`src/rtl/alu_share_ctrl_pkg.sv`:
```
// Shared definitions for the ALU sharing controller.
//   state_t              : controller FSM encoding (IDLE/EXEC/RESP)
//   CARRY_BIT/ZERO_BIT/OVF_BIT : flag positions, counted upward from bit WIDTH
//                          of the packed response word
//   FLAG_W, resp_w()     : packed response width is result width plus flags
package alu_share_ctrl_pkg;

  typedef enum logic [1:0] {
    IDLE = 2'd0,
    EXEC = 2'd1,
    RESP = 2'd2
  } state_t;

  localparam int CARRY_BIT = 0;
  localparam int ZERO_BIT  = 1;
  localparam int OVF_BIT   = 2;
  localparam int FLAG_W    = 3;

  function automatic int resp_w(input int width);
    return width + FLAG_W;
  endfunction

endpackage

```
`src/rtl/alu_share_ctrl_rr_arb2.sv`:
```
// Two-request round-robin arbiter.
//   clk, reset : clock, synchronous active-high reset
//   req[1:0]   : request lines
//   en         : grants may be issued this cycle
//   gnt[1:0]   : one-hot grant (combinational)
// The priority pointer names the favoured requester on a tie; it flips to
// the other requester only when a grant is actually issued.
module rr_arb2 (
  input  logic       clk,
  input  logic       reset,
  input  logic [1:0] req,
  input  logic       en,
  output logic [1:0] gnt
);

  logic ptr;

  always_comb begin
    gnt = 2'b00;
    if (en) begin
      case (req)
        2'b01:   gnt = 2'b01;
        2'b10:   gnt = 2'b10;
        2'b11:   gnt = ptr ? 2'b10 : 2'b01;
        default: gnt = 2'b00;
      endcase
    end
  end

  // Granting requester 0 favours requester 1 next time, and vice versa.
  always_ff @(posedge clk) begin
    if (reset)
      ptr <= 1'b0;
    else if (|gnt)
      ptr <= gnt[0];
  end

endmodule

```
`src/rtl/alu_share_ctrl.sv`:
```
// Round-robin controller sharing one combinational ALU between two
// requesters.
//   req0_* / req1_* : valid/ready operation channels (a, b, op)
//   alu_*           : operands to the ALU and its result/flags back
//   resp_*          : valid/ready response, resp_data = {ovf, zero, carry, result}
//   busy            : controller is not idle
// Accept in IDLE, drive the ALU for one EXEC cycle, capture in RESP and hold
// until the consumer takes the word.
module alu_share_ctrl
  import alu_share_ctrl_pkg::*;
#(
  parameter int WIDTH = 32,
  parameter int OPW   = 3
) (
  input  logic             clk,
  input  logic             reset,
  input  logic             req0_valid,
  output logic             req0_ready,
  input  logic [WIDTH-1:0] req0_a,
  input  logic [WIDTH-1:0] req0_b,
  input  logic [OPW-1:0]   req0_op,
  input  logic             req1_valid,
  output logic             req1_ready,
  input  logic [WIDTH-1:0] req1_a,
  input  logic [WIDTH-1:0] req1_b,
  input  logic [OPW-1:0]   req1_op,
  output logic [WIDTH-1:0] alu_a,
  output logic [WIDTH-1:0] alu_b,
  output logic [OPW-1:0]   alu_op,
  input  logic [WIDTH-1:0] alu_result,
  input  logic             alu_overflow,
  input  logic             alu_zero,
  input  logic             alu_carry,
  output logic             resp_valid,
  input  logic             resp_ready,
  output logic             resp_id,
  output logic [WIDTH+2:0] resp_data,
  output logic             busy
);

  localparam int RW = resp_w(WIDTH);

  state_t state, state_nxt;

  logic [1:0]       gnt;
  logic             accept;
  logic [WIDTH-1:0] opnd_a_p0, opnd_b_p0;
  logic [OPW-1:0]   opnd_op_p0;
  logic             opnd_id_p0;
  logic [RW-1:0]    resp_data_p1;
  logic             resp_id_p1;
  logic [RW-1:0]    packed_res;

  // Gated by reset so the ready lines read as 0 while reset is asserted.
  rr_arb2 u_arb (
    .clk   (clk),
    .reset (reset),
    .req   ({req1_valid, req0_valid}),
    .en    ((state == IDLE) && !reset),
    .gnt   (gnt)
  );

  assign accept     = |gnt;
  assign req0_ready = gnt[0];
  assign req1_ready = gnt[1];

  always_comb begin
    packed_res                  = '0;
    packed_res[WIDTH-1:0]       = alu_result;
    packed_res[WIDTH+CARRY_BIT] = alu_carry;
    packed_res[WIDTH+ZERO_BIT]  = alu_zero;
    packed_res[WIDTH+OVF_BIT]   = alu_overflow;
  end

  always_ff @(posedge clk) begin
    if (reset)
      state <= IDLE;
    else
      state <= state_nxt;
  end

  always_comb begin
    state_nxt = state;
    case (state)
      IDLE:    if (accept) state_nxt = EXEC;
      EXEC:    state_nxt = RESP;
      RESP:    if (resp_ready) state_nxt = IDLE;
      default: state_nxt = IDLE;
    endcase
  end

  // p0: operands latched on accept
  always_ff @(posedge clk) begin
    if (reset) begin
      opnd_a_p0  <= '0;
      opnd_b_p0  <= '0;
      opnd_op_p0 <= '0;
      opnd_id_p0 <= 1'b0;
    end else if (accept) begin
      opnd_a_p0  <= gnt[1] ? req1_a  : req0_a;
      opnd_b_p0  <= gnt[1] ? req1_b  : req0_b;
      opnd_op_p0 <= gnt[1] ? req1_op : req0_op;
      opnd_id_p0 <= gnt[1];
    end
  end

  // p1: ALU result captured at the end of EXEC, held through RESP
  always_ff @(posedge clk) begin
    if (reset) begin
      resp_data_p1 <= '0;
      resp_id_p1   <= 1'b0;
    end else if (state == EXEC) begin
      resp_data_p1 <= packed_res;
      resp_id_p1   <= opnd_id_p0;
    end
  end

  assign alu_a      = opnd_a_p0;
  assign alu_b      = opnd_b_p0;
  assign alu_op     = opnd_op_p0;
  assign resp_data  = resp_data_p1;
  assign resp_id    = resp_id_p1;
  assign resp_valid = (state == RESP);
  assign busy       = (state != IDLE);

endmodule

```
`config.mk`:
```
export PLATFORM = sky130hd
export DESIGN_NAME = alu_share_ctrl
export DESIGN_NICKNAME = d
export VERILOG_FILES = /design/src/rtl/alu_share_ctrl_pkg.sv /design/src/rtl/alu_share_ctrl_rr_arb2.sv /design/src/rtl/alu_share_ctrl.sv
export SDC_FILE = /design/constraint.sdc
export NUM_CORES = 1
export LEC_CHECK = 0
export ABC_AREA = 0
export CORE_MARGIN = 8
export CORE_UTILIZATION = 39
export DETAILED_ROUTE_END_ITERATION = 8
export HOLD_SLACK_MARGIN = 0.15
export PLACE_DENSITY = 0.91
export SYNTH_ARGS = -nofsm -noshare
export SYNTH_HDL_FRONTEND = slang
export SYNTH_SLANG_ARGS = --single-unit
```
`constraint.sdc`:
```
create_clock -name clk -period 1.8 [get_ports clk]
set_input_delay 0.18 -clock clk [delete_from_list [all_inputs] [get_ports clk]]
set_output_delay 0.18 -clock clk [all_outputs]
set_load 0.01 [all_outputs]
```
Word level (Yosys, flattened, before mapping)

Index checks and enable logic that the tools add are counted.

Word-level logic and storage cells: 30
Bits in registers: 107
Output and inout port bits: 107

Eq/ne operators: 7
Muxes and demuxes: 9
Reductions and logical operators: 6

Operators with widths:

| kind                                                  | number |
|---|---|
| 2-to-1 mux 32 bit                                     | 2 |
| one-hot mux 2 bit (3 select lines)                    | 2 |
| 2-to-1 mux 2 bit                                      | 4 |
| equality test 2 bit, second input constant            | 3 |
| equality test 2 x 1 -> 1 bit, second input constant   | 2 |
| 2-to-1 mux 3 bit                                      | 1 |
| zero test 2 bit                                       | 1 |
| inequality test 2 x 1 -> 1 bit, second input constant | 1 |
| inequality test 2 bit, second input constant          | 1 |
| AND reduction 2 bit                                   | 1 |
| nonzero test 2 bit                                    | 1 |
| OR reduction 2 bit                                    | 1 |
| logical AND 1 bit                                     | 1 |
| zero test 1 bit                                       | 1 |

Longest topological paths before layout

Gate-level depths: netlist of the first run.

Depth after elaboration: 6
Mapped depth: 8
Gate-level depth less buffers: 3

Modules after synthesis

From an unflattened synthesis of the first run, not the netlist that was laid out.

Cells, all modules: 470
Area, all modules: 4584.4 µm²

Modules (own cells, without submodules):

| module         | area an instance (µm²) | cells each | instances |
|---|---|---|---|
| alu_share_ctrl | 4529.3                 | 462        | 1 |
| rr_arb2        | 55.1                   | 8          | 1 |

Worst setup path before layout of the first run

No wires, ideal clock.

Kind: register to register
Start point: register state[1]
End point: register opnd_a_p0[10], in the netlist alu_a[10]
Setup time: 142 ps
Buffers on the path: 3
Path slack: 234 ps
Cell stages (with the launch flop): 7
Arrival time: 1424 ps
Cells stage by stage: dfxtp_1 or3_1 clkbuf_1 buf_6 buf_2 o31ai_1 a311oi_1

Longest elaborated chain between the ends: 4

Ends and longest elaborated chain:

| element                                                        | line                                        | RTL |
|---|---|---|
| start: declaration                                             | alu_share_ctrl.sv:43                        | `state_t state, state_nxt;` |
| start signal: assignment                                       | alu_share_ctrl.sv:79                        | `state <= state_nxt;` |
| zero test 2 bit *                                              | alu_share_ctrl.sv:59                        | `.en ((state == IDLE) && !reset),` |
| logical AND 1 bit *                                            | alu_share_ctrl.sv:59                        |  |
| 2-to-1 mux 2 bit *                                             | alu_share_ctrl_rr_arb2.sv:20                | `if (en) begin` |
| 2-to-1 mux 32 bit / OR reduction 2 bit (equally long branches) | alu_share_ctrl.sv:100, alu_share_ctrl.sv:63 |  |
| end signal: assignment                                         | alu_share_ctrl.sv:100                       | `opnd_a_p0 <= gnt[1] ? req1_a : req0_a;` |
| end: declaration                                               | alu_share_ctrl.sv:47                        | `logic [WIDTH-1:0] opnd_a_p0, opnd_b_p0;` |

Every way passes the cells marked *; elsewhere a longest branch is shown, timed or not.
A chain may end at the register's enable or synchronous reset.

Worst setup path after layout of the first run

Start point: register state[0]
End point: register opnd_a_p0[15], in the netlist alu_a[15]

The elaborated chain is that of the path after synthesis.

==> metrics, run 1 <==
Gate Count Post-Synth=593; Num CTS Buffers=9; mapped cell area=~5200 um2; Tcrit/Tclk final=95.54%; Finish-stage setup viols=0; # DRC=0; Vias=about 6.0k; register area share after synthesis=41.20%; FP Rows=42; layout cell share with drive strength beyond 1=about 12%; Die Ht=around 130 um; maxcap violations=0; Worst R2R Path Depth=4; syn_nets=767; Synth-to-Final Area Change=65.22%; reg-to-reg startpoint=state[0]; Tmin final=1720 ps; layout filler cell count=1033; RR Endpoint=alu_a[15]; Setup Total Neg Slack=0 ps; Buf/Inv on CP=1; startpoint types=flop; # IOs=281; WL final=approximately 21000 um; Die Wd=131.5 um; total die area=17280 um2; CTS tree=done; DRT Pass-1 Iters=5; Worst path top cell family by delay=simple AND/OR/NAND/NOR gates; DR iter-0 viols=453; Worst EP required=2010 ps; I/O Buffers=280; Critical Setup Path Class=flop to flop; Slew Limit Headroom=64.41%; # H-tree levels=3; post-synthesis async set-or-reset flop share=0%; WP data arrival=roughly 1900 ps; grt ovf=0; Hold Crit Start=req1_valid; status=complete, no violations; Peak VDD IR=just under 0.0006 V; Avg Cell Area, Syn=8.767 um2; Synth cell types=26; Leak=2.832 nW; CP max stage cell=or3_2; WHS Path Cells=3; worst path cell trace=or3_2 > buf_6 > o31ai_2 > a311oi_1; Crit Path Max Fanout=31; prevailing post-synth register cell=dfxtp_1; final setup margin=80.28 ps; Core Area=13140 um2; drt wl/cell=20.96 um; crit path capture type=flop; RSZ-0062 raised after global routing=false; Worst Hold Class=input pin to flop; Starting Density=39.57%; ANT cells=0; pin count of the biggest net entering global routing=106; Final nets=~1000; pwr dens=799.3 nW/um2; synthesized flop and latch total=107; clk_lat worst skew=around 350 ps; Hold Vio Cnt, Final=0; first-pass GRT wire length=32370 um; Place WS=-25.58 ps; Final ANT Viol Nets=0; yosys warns=0; final RePlAce weighted congestion=0.8102; Crit path largest cell delay=530 ps; Pins Over Slew Limit=0; vias in the first global route=5897; r2r setup slk=between 80 and 90 ps; Overall Global Routing Usage=22.73%; hpwl dp=14280 um; FMAX=0.5815 GHz; initial antenna violation count=0; CTS sink count=107; vias per inst=just under 6; clock-pin slew on the worst setup and hold paths=~70 ps; CTS max path bufs=2; Hold Buf Count CTS=0; Root Buffer=clkbuf_16; Worst Hold Endpoint=opnd_id_p0; slew at the pin closest to its max-slew limit=533.9 ps; worst clock skew=7.935 ps; EDFF count, synth=0
area by class of cell:
cell class	count	area [um2]	share of cell area [%]
clock buffers	10	239.0	2.782
clock inverters	6	68.82	0.8012
inverters	3	11.26	0.1311
multi-input cells	394	2666	31.04
flip-flops and latches	107	2142	24.94
well taps	176	220.2	2.564
repair buffers	308	3242	37.74
metrics by stage:
stage | instance area [um2] | hold slack, ps | std cells | total power (W) | util (%)
final | 8589 | 247.7 | 1004 | 0.006866 | 65.38
after global routing | 8589 | 301.9 | 1004 | 0.007167 | 65.38
after CTS | 8512 | 225.5 | 1002 | 0.006856 | 64.79
after detailed placement | 8195 | 446.9 | 985 | 0.004796 | 62.38
after global placement | 8195 | 440.8 | 985 | 0.004756 | 62.38
after floorplan | 5199 | 316.0 | 593 | 0.003681 | -
worst min-delay path, cell delays in order:
cell and delay, ps:
buf_2 140, nand3_1 120, o21ai_0 100
placed cells by master, fill, tap and decap left out, drive strengths merged:
cell           synthesis  layout
a21oi                104     104
a31o                   1       1
nand4                 67      67
o21ai                  1       1
clkinvlp               0       1
and2                   1       1
nor3                   1       1
inv                    3       6
dfxtp                107     107
nand3                  1       1
or3                    1       1
bufinv                 0       1
or2                    2       2
clkinv                 0       1
nand2                 74      74
a311oi                67      67
nor2b                  3       3
and3                   1       1
dlygate4sd2            0       3
o31ai                 67      67
buf                   24      28
nand2b                 3       3
clkbuf                65      13
clkdlybuf4s50          0     274
power breakdown:
group	total [W]	internal, W	switching (W)	leakage, nW
logic	0.00211	0.00109	0.00102	1.80
clock network	0.00207	0.00113	0.000936	0.150
registers	0.00269	0.00258	0.000114	0.880
total	0.00687	0.00480	0.00207	2.83
cells by family after synthesis:
kind of cell,Yosys count,share of synthesized area [%]
AO/OA/AOI/OAI,240,35.57
flip-flops,107,41.20
buffers and inverters,92,8.207
AND/OR/NAND/NOR,154,15.02
sequential cells by signal, summed over array words and instances (netlist names):
register    flops
alu_a          32
resp_id         1
alu_b          32
resp_data      35
state           2
opnd_id_p0      1
u_arb.ptr       1
alu_op          3
synthesized netlist by cell type (2+ instances only):
cell / n / share of area [%]
dfxtp_1: 107 / 41
a21oi_1: 104 / 10
nand2_1: 74 / 5.3
nand4_1: 67 / 8.1
clkbuf_1: 63 / 4.5
a311oi_1: 47 / 7.9
o31ai_1: 47 / 6.8
a311oi_2: 20 / 5.8
o31ai_2: 20 / 4.8
buf_2: 12 / 1.2
buf_6: 8 / 1.7
buf_1: 3 / 0.22
inv_1: 3 / 0.22
nand2b_1: 3 / 0.36
nor2b_1: 3 / 0.36
clkbuf_2: 2 / 0.19
how the worst max path moves through the flow:
stage,depth (start not counted),startpoint,end
after floorplan,6,state[1],alu_a[10]
after global placement,5,req0_valid,alu_a[11]
after detailed placement,4,state[0],alu_a[15]
after CTS,4,state[1],req0_ready
after global routing,6,state[1],alu_a[21]
final,4,state[0],alu_a[15]
timing repair:
item,4_1_cts,5_1_grt
setup buffers,1,0
resized for setup,6,7
pin swaps,1,0
hold endpoints to repair,0,0
setup endpoints to repair,5,38
gates cloned,0,2
layer usage:
metal | global-route usage [%] | share of wire, %
met3 | 6.555 | 8.1
met5 | 0 | 0
met4 | 10.72 | 3.5
met2 | 37.33 | 48
met1 | 26.85 | 41
No activity file was read; power rests on OpenSTA's default activity.
==> inputs of run 2 (changes only) <==
Settings changed: CORE_MARGIN 8 to default, MAX_ROUTING_LAYER from default to met4.
==> run 2 against run 1 <==
Register-to-register slack got worse by 30 ps. Non-clock buffer count rose by 2. Via count fell by 1.9%. Maximum frequency fell by 1.7%. Largest cell class unchanged. Largest power group unchanged.
==> metrics, run 2 (synthesis gave the netlist of run 1 again) <==
total die area=13800 um2; Crit Path Max Fanout=36; vias per inst=roughly 5.8; FMAX=~0.57 GHz; vias in the first global route=between 5k and 6k; reg-to-reg startpoint=state[1]; WP data arrival=slightly below 2000 ps; r2r setup slk=50 ps; Synth-to-Final Area Change=64.55%; pwr dens=~820 nW/um2; CTS max path bufs=2; layout filler cell count=1024; initial antenna violation count=1; fin area=8554 um2; met2 usage=45.16%; Hold WS=roughly 230 ps; Root Buffer=clkbuf_16; Critical Setup Path Class=flop to flop; clk_lat worst skew=350 ps; I/O Buffers=between 200 and 300; Tcrit/Tclk final=97.16%; drt wl/cell=18.55 um; Starting Density=slightly above 40%; Worst EP required=2010 ps; # H-tree levels=3; pin count of the biggest net entering global routing=106; Overall Global Routing Usage=27.35%; final core utilization=66.70%; met1 Track Usage GR=31.52%; slew at the pin closest to its max-slew limit=535.7 ps; first-pass GRT wire length=29460 um; Pins Over Slew Limit=0; met3 GRT Util=about 5%; WL final=18600 um; Leak=2.820 nW; total power draw=0.006993 W; Die Wd=between 100 and 150 um; layout cell share with drive strength beyond 1=11.93%; Worst Setup EP=alu_a[8]; clock-pin slew on the worst setup and hold paths=approximately 70 ps; GR peak layer=met2; Die Ht=117.5 um; Hold Vio Cnt, Final=0; Tmin final=about 1700 ps; Vias=around 5.8k; grt ovf=0; status=complete, no violations; CTS sink count=~110; most frequent cells in the layout=clkdlybuf4s50_1, dfxtp_1, a21oi_1; dpl cell area=8195 um2; Finish-stage setup viols=0; # IOs=281; CP Launch Point=state[1]; max reg flops=35; Core Area=12820 um2; worst clock skew=7.261 ps; Peak VDD IR=0.0004663 V; RR Endpoint=alu_a[8]; Worst R2R Path Depth=4; final RePlAce weighted congestion=around 0.80; Final ANT Viol Nets=0; hpwl dp=12710 um; Final nets=between 900 and 1k; RSZ-0062 raised after global routing=false; DRT Pass-1 Iters=5; crit path capture type=flop; Worst Hold Class=input pin to flop; FP Rows=41; maxcap violations=0; DR iter-0 viols=around 500; Num CTS Buffers=9; Hold Buf Count CTS=0; startpoint types=flop; # DRC=0; CTS tree=done; Slew Limit Headroom=between 60% and 70%; commonest non-fill, non-tap cell in the layout=clkdlybuf4s50_1
## run 2: area by class of cell
| cell class | instances | area, um2 | area share [%] |
|---|---|---|---|
| diodes | 1 | 2.502 | 0.02925 |
| clock buffers | 10 | 229.0 | 2.677 |
| clock inverters | 6 | 113.9 | 1.331 |
| inverters | 3 | 11.26 | 0.1316 |
| multi-input cells | 394 | 2658 | 31.07 |
| flip-flops and latches | 107 | 2143 | 25.05 |
| well taps | 172 | 215.2 | 2.516 |
| repair buffers | 310 | 3182 | 37.19 |
## run 2: through the flow
stage	cells	setup slack, ps	setup TNS [ps]
global placement	985	88.59	0
detailed placement	985	-56.42	-95.85
finish	1003	51.04	0
CTS	1002	62.02	0
global route	1003	9.345	0
floorplan	593	234.2	0
## run 2: worst min-delay path by stage
stage,from,endpoint,slack [ps],depth (start not counted)
global placement,resp_data[23],resp_data[23],440,2
floorplan,alu_result[0],resp_data[0],320,2
finish,req1_valid,opnd_id_p0,230,3
CTS,req1_valid,opnd_id_p0,210,3
global route,req1_valid,opnd_id_p0,260,3
detailed placement,resp_data[7],resp_data[7],450,2
## run 2: what timing repair did
| action | 4_1_cts | 5_1_grt |
|---|---|---|
| gates resized for setup | 6 | 2 |
| setup buffers | 1 | 0 |
| pin swaps | 1 | 0 |
| endpoints found under the setup margin | 6 | 27 |
## run 2: metal layers
metal  wire length [um]  share of wire (%)
met1               7309                 39
met2               9007                 48
met3               1484                8.0
met4                801                4.3
met5                  0                  0
## run 2: critical path, cell delays in order, from the launching register on
cell and delay [ps]:
dfxtp_1 340, or3_2 540, buf_6 250, o31ai_1 340
a311oi_1 140
## run 2: report_power, final
part           switching (W)  internal (W)  total [W]
sequential          0.000113       0.00258    0.00269
clock               0.000901       0.00136    0.00226
combinational       0.000975       0.00106    0.00204
total                0.00199       0.00500    0.00699
